### src/rtl/c2f_req_fifo.sv
// c2f_req_fifo
//   Core-to-fabric request queue. Core-side requests are pushed into a DEPTH
//   entry circular buffer and presented in order to the ring. The block also
//   tracks, per thread, whether a read is outstanding in the fabric. It flags
//   lost pushes and a second read issued while one is already outstanding.
//
// Ports
//   QClk                  core clock, all state on rising edge
//   RstQnnnH              synchronous active-high reset
//   C2F_ReqValidQ500H     push request
//   C2F_ReqOpcodeQ500H    opcode, 1'b0 = RD, 1'b1 = WR
//   C2F_ReqThreadIDQ500H  issuing thread
//   C2F_ReqAddressQ500H   target address
//   C2F_ReqDataQ500H      write data
//   C2F_RspValidQ502H     fabric read response valid
//   C2F_RspThreadIDQ502H  thread of the response
//   RingReqReadyQ501H     ring slot free, head may pop
//   RingReqValidQ501H     head entry valid
//   RingReqOpcodeQ501H / ThreadIDQ501H / AddressQ501H / DataQ501H
//                         head entry fields, zero when empty
//   C2F_RspStall          FIFO full
//   RdPendingQnnnH        per-thread outstanding-read bits
//   OverflowErr           sticky, a push was dropped while full
//   DoubleRdErr           sticky, a read was accepted while one was pending
module c2f_req_fifo #(
  parameter int DEPTH = 4
) (
  input  logic        QClk,
  input  logic        RstQnnnH,
  input  logic        C2F_ReqValidQ500H,
  input  logic        C2F_ReqOpcodeQ500H,
  input  logic [1:0]  C2F_ReqThreadIDQ500H,
  input  logic [31:0] C2F_ReqAddressQ500H,
  input  logic [31:0] C2F_ReqDataQ500H,
  input  logic        C2F_RspValidQ502H,
  input  logic [1:0]  C2F_RspThreadIDQ502H,
  input  logic        RingReqReadyQ501H,
  output logic        RingReqValidQ501H,
  output logic        RingReqOpcodeQ501H,
  output logic [1:0]  RingReqThreadIDQ501H,
  output logic [31:0] RingReqAddressQ501H,
  output logic [31:0] RingReqDataQ501H,
  output logic        C2F_RspStall,
  output logic [3:0]  RdPendingQnnnH,
  output logic        OverflowErr,
  output logic        DoubleRdErr
);

  localparam int            PW       = $clog2(DEPTH);
  localparam logic          OP_RD    = 1'b0;
  localparam logic [PW:0]   FULL_CNT = (PW+1)'(DEPTH);
  localparam logic [PW:0]   CNT_ONE  = (PW+1)'(1);
  localparam logic [PW-1:0] PTR_ONE  = PW'(1);

  typedef struct packed {
    logic        op;
    logic [1:0]  tid;
    logic [31:0] addr;
    logic [31:0] data;
  } reqEntry_t;

  reqEntry_t       mem [DEPTH];
  reqEntry_t       headEntry, pushEntry;
  logic [PW-1:0]   wrPtr, rdPtr;
  logic [PW:0]     count;
  logic            full, notEmpty, pop, push, rdPush;
  logic [3:0]      pendSet, pendClr;

  always_comb begin
    notEmpty = (count != '0);
    full     = (count == FULL_CNT);
    pop      = notEmpty && RingReqReadyQ501H;
    // A pop frees the slot this cycle, so a full FIFO still accepts the push.
    push     = C2F_ReqValidQ500H && (!full || pop);
    rdPush   = push && (C2F_ReqOpcodeQ500H == OP_RD);

    pendSet = '0;
    if (rdPush) pendSet[C2F_ReqThreadIDQ500H] = 1'b1;
    pendClr = '0;
    if (C2F_RspValidQ502H) pendClr[C2F_RspThreadIDQ502H] = 1'b1;

    pushEntry = '{op:   C2F_ReqOpcodeQ500H,
                  tid:  C2F_ReqThreadIDQ500H,
                  addr: C2F_ReqAddressQ500H,
                  data: C2F_ReqDataQ500H};

    // Head is read from registered storage only, so nothing pushed this cycle
    // can reach the ring before the next one.
    headEntry = notEmpty ? mem[rdPtr] : '0;
  end

  assign RingReqValidQ501H    = notEmpty;
  assign RingReqOpcodeQ501H   = headEntry.op;
  assign RingReqThreadIDQ501H = headEntry.tid;
  assign RingReqAddressQ501H  = headEntry.addr;
  assign RingReqDataQ501H     = headEntry.data;
  assign C2F_RspStall         = full;

  // Storage is not reset; stale entries are unreachable once count is zero.
  always_ff @(posedge QClk) begin
    if (push) mem[wrPtr] <= pushEntry;
  end

  always_ff @(posedge QClk) begin
    if (RstQnnnH) begin
      wrPtr          <= '0;
      rdPtr          <= '0;
      count          <= '0;
      RdPendingQnnnH <= '0;
      OverflowErr    <= 1'b0;
      DoubleRdErr    <= 1'b0;
    end else begin
      // Pointers are log2(DEPTH) bits, so the increment wraps naturally.
      if (push) wrPtr <= wrPtr + PTR_ONE;
      if (pop)  rdPtr <= rdPtr + PTR_ONE;
      case ({push, pop})
        2'b10:   count <= count + CNT_ONE;
        2'b01:   count <= count - CNT_ONE;
        default: count <= count;
      endcase
      // Set is applied after clear so a same-cycle new read keeps the bit.
      RdPendingQnnnH <= (RdPendingQnnnH & ~pendClr) | pendSet;
      if (C2F_ReqValidQ500H && full && !pop) OverflowErr <= 1'b1;
      if (rdPush && RdPendingQnnnH[C2F_ReqThreadIDQ500H]) DoubleRdErr <= 1'b1;
    end
  end

endmodule

### config.mk
export PLATFORM = sky130hd
export DESIGN_NAME = c2f_req_fifo
export DESIGN_NICKNAME = d
export VERILOG_FILES = /design/src/rtl/c2f_req_fifo.sv
export SDC_FILE = /design/constraint.sdc
export NUM_CORES = 1
export LEC_CHECK = 0
export CORE_MARGIN = 3
export CORE_UTILIZATION = 41
export DETAILED_ROUTE_END_ITERATION = 12
export HOLD_SLACK_MARGIN = 0.03
export PLACE_DENSITY_LB_ADDON = 0.2
export SLEW_MARGIN = 25
export SYNTH_ARGS = -nofsm -noshare
export SYNTH_HDL_FRONTEND = slang
export SYNTH_SLANG_ARGS = --single-unit
### constraint.sdc
create_clock -name QClk -period 7.5 [get_ports QClk]
set_clock_uncertainty 0.05 [all_clocks]
set_input_delay 1.5 -clock QClk [delete_from_list [all_inputs] [get_ports QClk]]
set_output_delay 1.5 -clock QClk [all_outputs]
set_load 0.02 [all_outputs]
==> qor.yml <==
power_and_ir_drop:
  irDropWorstVdd_uv: 182
  p_leak_nw: 4.48
  p_per_area_nw_per_um2: 367
hold_path:
  hp-class: "reg -> reg"
clock_network:
  cts_buffers: 30
  htreeDepth: 1
  clock_latency_ns: 0.53
  cts-root-buf: "clkbuf_16"
  post_cts.repair.setup_buffers: 0
  cts_resized: 0
  cts_tree: "built"
  clock-sinks: 283
  clockBufferDepth: 3
  cts_hold_buf: 0
  clk_pin_slew_worst_paths_ns: 0.06
logic_synthesis:
  ys_seq_elements: 283
  seq_area_frac_synth: 0.764
  synth_cell_types: 32
  syn_area_per_cell_um2: 21.3
  ys_warn_count: 0
  synth_nets: 592
  syn_area_um2: 10900
  postSynthCellCount: 513
timing:
  setup_viol: 0
  min_period_ns: 4.95
  slew_violations: 0
  finalHoldViolCount: 0
  worst_pin_slew_ns: 0.874
  max_freq_mhz: 202
  rsz0062_at_grt: "false"
  setup_tns_ns: 0
  fin_crit_sh: 0.660
  maxSlewHeadroom: 0.417
routing:
  ant_nets: 0
  wire_per_inst_um: 20.8
  drt_wl_total_mm: 21.6
  vias: 5310
  viasPerCell: 5.14
  firstDrtPassIters: 4
  drc_errors: 0
  drt-initial-drc-count: 305
floorplanning:
  rows: 59
  design.die.area_um2: 28600
  coreArea_um2: 26100
  io_pins: 149
  initial_core_util: 0.418
  die_x_um: 169
  die_h_um: 169
critical_path:
  cp_top_family: "buffers and inverters"
  worst_path_max_delay_cell: "dfxtp_4"
  path_cells: "buf_4 > mux4_2 > and2_1 > clkdlybuf4s50_1"
  worstPathArrival_ns: 3.40
  slowest_delay_ns: 0.93
  path_class: "reg -> out"
  cp_num_buf_inv: 2
  cp-start-kind: "register"
  required_ns: 5.95
  cp-end-kind: "primary output"
  cp_max_fo: 41
final_layout:
  layout-drive-gt1-share: 0.195
  stdcell_count: 1034
  nets: 754
  final_cell_mix: "edfxtp_1, clkdlybuf4s50_1, mux4_2, and2_1, clkbuf_16"
  final_area_um2: 14000
  area_growth_pct: 27.8
  layout_commonest_cell: "edfxtp_1"
  antenna_cells: 0
  nFillCells: 2070
  final_util: 0.534
global_routing:
  grt_pass1_vias: 5945
  antenna_found_initial: 0
  grt_pass1_wl_mm: 33.4
  grt_max_degree: 42
  grt_usage: 0.151
  overflow: 0
placement:
  gp_congestion: 0.727
  dp_cells: 978
  place_hpwl_mm: 12.9
  placed_cell_area_um2: 12800
  portBuffers: 148
outcome:
  run_status: "finished clean"
run:
  max_cap_viol_count: 0
## cells in the mapped netlist
cell type | n | share of area
inv_1 | 7 | 0.0024
dfxtp_1 | 15 | 0.027
a221oi_2 | 1 | 0.0014
nand2b_1 | 2 | 0.0011
buf_1 | 3 | 0.0010
nand3_1 | 4 | 0.0018
fa_1 | 1 | 0.0018
o21bai_1 | 1 | 0.00069
or3_1 | 2 | 0.0011
clkbuf_1 | 7 | 0.0024
mux4_2 | 68 | 0.14
o21a_1 | 1 | 0.00069
buf_6 | 1 | 0.0010
nand3b_1 | 3 | 0.0021
xnor2_1 | 3 | 0.0024
nor2b_1 | 1 | 0.00057
and2_1 | 72 | 0.041
xor2_1 | 2 | 0.0016
nand2_1 | 3 | 0.0010
and3_1 | 1 | 0.00057
mux2i_1 | 1 | 0.00092
buf_4 | 3 | 0.0021
nor2_1 | 15 | 0.0052
ha_1 | 4 | 0.0046
buf_12 | 4 | 0.0073
a32oi_1 | 1 | 0.00080
a31oi_1 | 2 | 0.0011
o21ai_0 | 3 | 0.0014
buf_2 | 7 | 0.0032
edfxtp_1 | 268 | 0.74
a211oi_1 | 2 | 0.0014
a21oi_1 | 5 | 0.0023
## layout make-up
class	instances	area [µm²]	share of cell area
flip-flops and latches	283	8360	0.599
multi-input cells	198	2370	0.170
repair buffers	155	1620	0.116
clock buffers	32	779	0.0559
well taps	335	419	0.0300
clock inverters	24	383	0.0274
inverters	7	26.3	0.00188
## metrics by stage
stage / hold WS [ns] / worst slack [ns] / power, mW
detailed placement: 0.408 / 2.97 / 3.52
global placement: 0.413 / 2.95 / 3.49
CTS: 0.435 / 2.38 / 5.22
floorplan: 0.422 / 3.33 / 2.90
global route: 0.466 / 2.25 / 5.36
finish: 0.436 / 2.55 / 5.13
## routing by layer
metal  wire length [µm]  track usage  part of all wire
met1               8520        0.182              0.40
met2              11600        0.280              0.54
met3               1170       0.0305             0.054
met4                221       0.0377             0.010
met5                  0            0                 0
## kinds of logic (layout without fill, tap and decap cells)
kind of cell | after synthesis | after routing | share of synthesized area
AOI/OAI and AO/OA | 16 | 16 | 0.00974
xor gates and xnor gates | 5 | 5 | 0.00401
adders and majority gates | 5 | 5 | 0.00642
buffers and inverters | 32 | 218 | 0.0195
DFF | 283 | 283 | 0.764
muxes | 69 | 69 | 0.141
and+or+nand+nor | 103 | 103 | 0.0548
## sequential cells by signal (all words and copies together) (netlist names), named ones only
signal	count
mem	268
RdPendingQnnnH	4
count	3
rdPtr	2
wrPtr	2
DoubleRdErr	1
OverflowErr	1
## worst min-delay path: cells and delay by family (launching register included)
family,cells,cell delay (ns)
and+or+nand+nor,1,0.07
DFF,1,0.34
AOI/OAI and AO/OA,1,0.04
## report_power, final
group,switching (mW),total (mW),leakage (nW),internal [mW]
Sequential,0.109,1.97,2.58,1.86
Combinational,0.709,1.47,1.34,0.759
Clock,0.588,1.68,0.564,1.10
## worst paths after layout
path / from / to / slack, ns / cells after the start
hold / removal: OverflowErr / OverflowErr / 0.44 / 2
setup reg to reg: count[0] / count[2] / 4.98 / 6
setup / recovery: register / RingReqAddressQ501H[10] / 2.55 / 4
hold reg to reg: OverflowErr / OverflowErr / 0.44 / 2
Power figures use the tool's default switching activity.
